## src/rtl/reg_file_rename.sv

```systemverilog
// Architectural register file with per-register ROB rename tags.
// Combinational dual read port with same-cycle commit bypass; one commit, one rename and a flush per cycle.
module reg_file_rename #(
    parameter int DATA_W = 32,
    parameter int REG_W  = 5,
    parameter int ROB_W  = 4
) (
    input  logic              clk,
    input  logic              rst,
    input  logic              ena,
    input  logic [REG_W-1:0]  in_commit_reg,
    input  logic [ROB_W-1:0]  in_commit_rob,
    input  logic [DATA_W-1:0] in_commit_value,
    input  logic              in_misbranch,
    input  logic              in_rename_ena,
    input  logic [REG_W-1:0]  in_rename_reg,
    input  logic [ROB_W-1:0]  in_rename_rob,
    input  logic [REG_W-1:0]  in_query_reg1,
    input  logic [REG_W-1:0]  in_query_reg2,
    output logic [DATA_W-1:0] out_value1,
    output logic [ROB_W-1:0]  out_tag1,
    output logic [DATA_W-1:0] out_value2,
    output logic [ROB_W-1:0]  out_tag2
);

    localparam int NREG = 1 << REG_W;

    logic [DATA_W-1:0] value_q [NREG];
    logic [DATA_W-1:0] value_d [NREG];
    logic [ROB_W-1:0]  tag_q   [NREG];
    logic [ROB_W-1:0]  tag_d   [NREG];

    // Commit writes the value unconditionally; the tag clears only if no younger rename replaced it.
    always_comb begin
        value_d = value_q;
        tag_d   = tag_q;
        if (ena) begin
            if (in_commit_reg != '0) begin
                value_d[in_commit_reg] = in_commit_value;
                if (tag_q[in_commit_reg] == in_commit_rob) begin
                    tag_d[in_commit_reg] = '0;
                end
            end
            if (in_misbranch) begin
                for (int i = 0; i < NREG; i++) begin
                    tag_d[i] = '0;
                end
            end else if (in_rename_ena && (in_rename_reg != '0)) begin
                tag_d[in_rename_reg] = in_rename_rob;
            end
        end
        value_d[0] = '0;
        tag_d[0]   = '0;
    end

    always_ff @(posedge clk) begin
        if (rst) begin
            for (int i = 0; i < NREG; i++) begin
                value_q[i] <= '0;
                tag_q[i]   <= '0;
            end
        end else begin
            value_q <= value_d;
            tag_q   <= tag_d;
        end
    end

    // Returns {value, tag} for one source register.
    function automatic logic [DATA_W+ROB_W-1:0] read_port(input logic [REG_W-1:0] q);
        logic [DATA_W-1:0] v;
        logic [ROB_W-1:0]  t;
        v = value_q[q];
        t = tag_q[q];
        if (q == '0) begin
            v = '0;
            t = '0;
        end else if (ena && (in_commit_reg == q) && (tag_q[q] == in_commit_rob)) begin
            v = in_commit_value;
            t = '0;
        end else if (ena && in_misbranch) begin
            t = '0;
        end
        return {v, t};
    endfunction

    always_comb begin
        {out_value1, out_tag1} = read_port(in_query_reg1);
        {out_value2, out_tag2} = read_port(in_query_reg2);
    end

endmodule

```

## config.mk

```make
export PLATFORM = sky130hd
export DESIGN_NAME = reg_file_rename
export DESIGN_NICKNAME = d
export VERILOG_FILES = /design/src/rtl/reg_file_rename.sv
export SDC_FILE = /design/constraint.sdc
export NUM_CORES = 2
export LEC_CHECK = 0
export BUFFER_PORTS_ARGS = -buffer_cell sky130_fd_sc_hd__buf_2
export CAP_MARGIN = 20
export CORE_MARGIN = 3
export CORE_UTILIZATION = 40
export CTS_CLUSTER_SIZE = 16
export DETAILED_ROUTE_END_ITERATION = 16
export PLACE_DENSITY = 0.61
export SLEW_MARGIN = 0
export SYNTH_ARGS = -nofsm -noshare
export SYNTH_HDL_FRONTEND = slang
export SYNTH_SLANG_ARGS = --single-unit
export TNS_END_PERCENT = 100
```

## constraint.sdc

```tcl
create_clock -name clk -period 3.21 [get_ports clk]
set_input_delay 0.1605 -clock clk [delete_from_list [all_inputs] [get_ports clk]]
set_output_delay 0.1605 -clock clk [all_outputs]
set_load 0.01 [all_outputs]
```

==> impl_metrics.ini <==
[timing]
fmax_mhz = 260.9
finalSetupViolCount = 72
drv_slew = 0
rsz0062_at_grt = true
relSlewSlack = 0.1905
fin_skew_ps = 55.71
tightest_slew_ps = 1214
fin_crit_ps = 3833
hold_viol = 0
setup_slack_ps = -623.3
min_period_over_period = 1.194

[pwr]
power_frac_comb = 0.095
swShare = 0.2576
p_sw_mw = 8.189
p_int_mw = 23.60
p_per_area_nw_per_um2 = 454.3
p_seq_frac = 0.441
p_leak_nw = 23.05
clkPwrFrac = 0.464
power_mw = 31.79
ir_drop_mv = 0.4644

[cells_and_area]
fill_cells = 13664
num-nets-final = 6758
area_growth_pct = 16.83
drive_gt1_frac = 0.2333
postLayoutCellArea_um2 = 69980

[routing]
num_vias = 55222
viasPerCell = 6.332
remaining_drc_errors = 0
wire_per_inst_um = 28.73
routed.top_layer = met5
wl_met1_um = 91050
drtPass1Iterations = 6
wl_um = 250500
drt_iter0_drc = 7564
postRouteAntennaNets = 0
route.met2.wl_um = 112800
wl_met3_um = 28730

[grt]
overflow = 0
grt_pass1_vias = 51968
grt_first_pass_wirelength_um = 360300
grt_max_degree = 217
grt_antenna_before_repair = 3
gr-usage-all-layers = 0.3160

[synthesis]
synthDistinctLibCells = 59
synth_ff_type = dfxtp_1
synthesis.area_um2 = 59900
synth_most_common_cell = nand2_1
synth_top_area_cell = dfxtp_1
ys_seq_area_frac = 0.3730
synth.top_cells.by_count = nand2_1 (2147), dfxtp_1 (1116), a21oi_1 (1005)
synth_fp_nets = 6797
postSynth.asyncResetShare = 0
synth_edf_count = 0
syn_avg_cell_area_um2 = 8.897
yosys_warnings = 0
netlist_top_cells_area = dfxtp_1 (37%), mux4_2 (24%), nand2_1 (13%)
syn_inst = 6732
ys_seq_elements = 1116
synth_top_area_share = 0.3730

[die]
die-width_um = 393.0
rows = 141
die_h_um = 393.0
die_area_um2 = 154400
start_util = 0.4042
io_pins = 137
coreArea_um2 = 148200

[outcome]
violations = setup timing
status = complete, but fails checks

[worst_hold_path]
hold_path_class = input pin to flop

[setup_path]
critPathMaxStageDelay_ps = 540
cp_num_buf_inv = 5
start_kind = flop
crit_path_end_kind = output port
cp.arrival_ps = 3670
worst_path_max_delay_cell = mux4_2
worst_ep_required_time_ps = 3050
path_class = flop to output port
crit_chain = mux4_2 > mux4_2 > nor2_2 > nor3_2 > xnor2_1 > nand4b_1 > buf_6 > buf_16 > buf_16 > o211ai_1 > o21ai_1 > buf_4 > buf_6
crit_fanout = 8
path_delay_family = multiplexers

[clock_tree]
clk_pin_slew_ps = 60
clock_path_buffers = 3
cts_tree = yes
htree_levels = 3
cts_buffers = 118
clock_sinks = 1116
insertion_delay_ps = 760
clock-root-buffer = clkbuf_16

[place]
dp_hpwl_um = 147100
place_area_um2 = 64080
io_buffers = 136
globalplace.congestion = 0.9774
pre_cts_ws_ps = -469.2

[run]
maxCapViolCount = 0
metrics by stage:
step	TNS (ps)	util	hold WS [ps]	instances
finish	-32280	0.4722	181.3	8721
global route	-36910	0.4722	213.4	8719
CTS	-31750	0.4692	162.3	8710
detailed placement	-19880	0.4324	454.5	8444
global placement	-32910	0.4324	447.6	8444
floorplan	0	-	431.1	6732
metal layers:
layer | up-vias | track usage
met3 | 920 | 0.06938
met5 | - | 0
met2 | 3549 | 0.4894
met4 | 2 | 0.1993
met1 | 27133 | 0.4009
li1 | 23618 | -
sequential cells by signal, summed over array words and instances (netlist names):
register,cells
tag_q,124
value_q,992
what timing repair did:
item                                    4_1_cts  5_1_grt
setup buffers                                19       16
pin swaps                                    32       40
cloned                                        8        2
gates resized for setup                     209       94
endpoints found under the hold margin       947        0
endpoints found under the setup margin       81      183
hold buffers                                 33        0
cells by family after synthesis:
group	after synthesis	synth area share
AOI/OAI and AO/OA	1540	0.1436
xor gates and xnor gates	20	0.002924
buffers and inverters	802	0.05339
DFF	1116	0.3730
muxes	775	0.2613
and+or+nand+nor	2479	0.1657
final timing paths:
| path | startpoint | to | slack (ps) | depth (start not counted) |
|---|---|---|---|---|
| setup / recovery | tag_q[7]$_SDFFE_PP0P_ | out_value2[16] | -620 | 13 |
| hold / removal | in_commit_reg[3] | tag_q[96]$_SDFFE_PP0P_ | 180 | 4 |
| setup reg to reg | tag_q[65]$_SDFFE_PP0P_ | tag_q[99]$_SDFFE_PP0P_ | 90 | 10 |
| hold reg to reg | value_q[33]$_SDFFE_PP0P_ | value_q[33]$_SDFFE_PP0P_ | 460 | 2 |
power by group through the flow:
stage	Clock, mW	Combinational, mW	Sequential (mW)
6_report	14.8	3.02	14.0
5_1_grt	15.4	3.12	14.0
3_3_place_gp	0	2.80	14.3
3_5_place_dp	0	2.81	14.3
2_1_floorplan	0	1.74	14.3
4_1_cts	14.8	2.91	14.0
cell usage in the layout (no fill, tap or decap), drive strengths merged, types with 5 or more instances in the layout:
cell type    Yosys  layout
and2             5       5
nand3           51      51
nor2            94      94
mux4           627     627
dlygate4sd3      0      33
o211ai          64      64
a311o           17      17
and3             9       9
o21ai          230     230
o221ai           5       5
or3b             5       5
nor2b           20      20
nand2         2147    2147
clkinvlp         0       8
nor4             5       5
buf            113     515
inv             93      93
o31ai           10      10
clkbuf         596     171
xnor2           16      16
nand4b           5       5
a22oi          125     125
mux2i          108     108
nand2b          75      75
nand3b          14      14
a211oi           7       7
or2             10      10
nand4            8       8
bufinv           0      14
dfxtp         1116    1116
clkinv           0      25
nor3            22      22
a21oi         1005    1005
a22o            38      38
mux2            40      40
o22ai           19      19
cell type report:
class,instances,area (um^2),share of cell area
sequential,1116,22390,0.3199
tap,1930,2415,0.03451
clock inverter,47,641.9,0.009173
antenna,2,5.005,0.00007152
timing repair buffer,550,5388,0.07699
inverter,93,355.3,0.005078
multi-input combinational,4814,35290,0.5043
clock buffer,169,3498,0.04999
worst reg2reg max path: stages (launching register included):
cell,delay [ps]
dfxtp_2,340
buf_4,160
mux2i_1,270
o22ai_1,120
nor4_1,480
nand4_1,170
xnor2_1,190
or4_4,630
buf_12,190
nor3_4,300
o21ai_1,90
No activity file was read; power rests on OpenSTA's default activity.
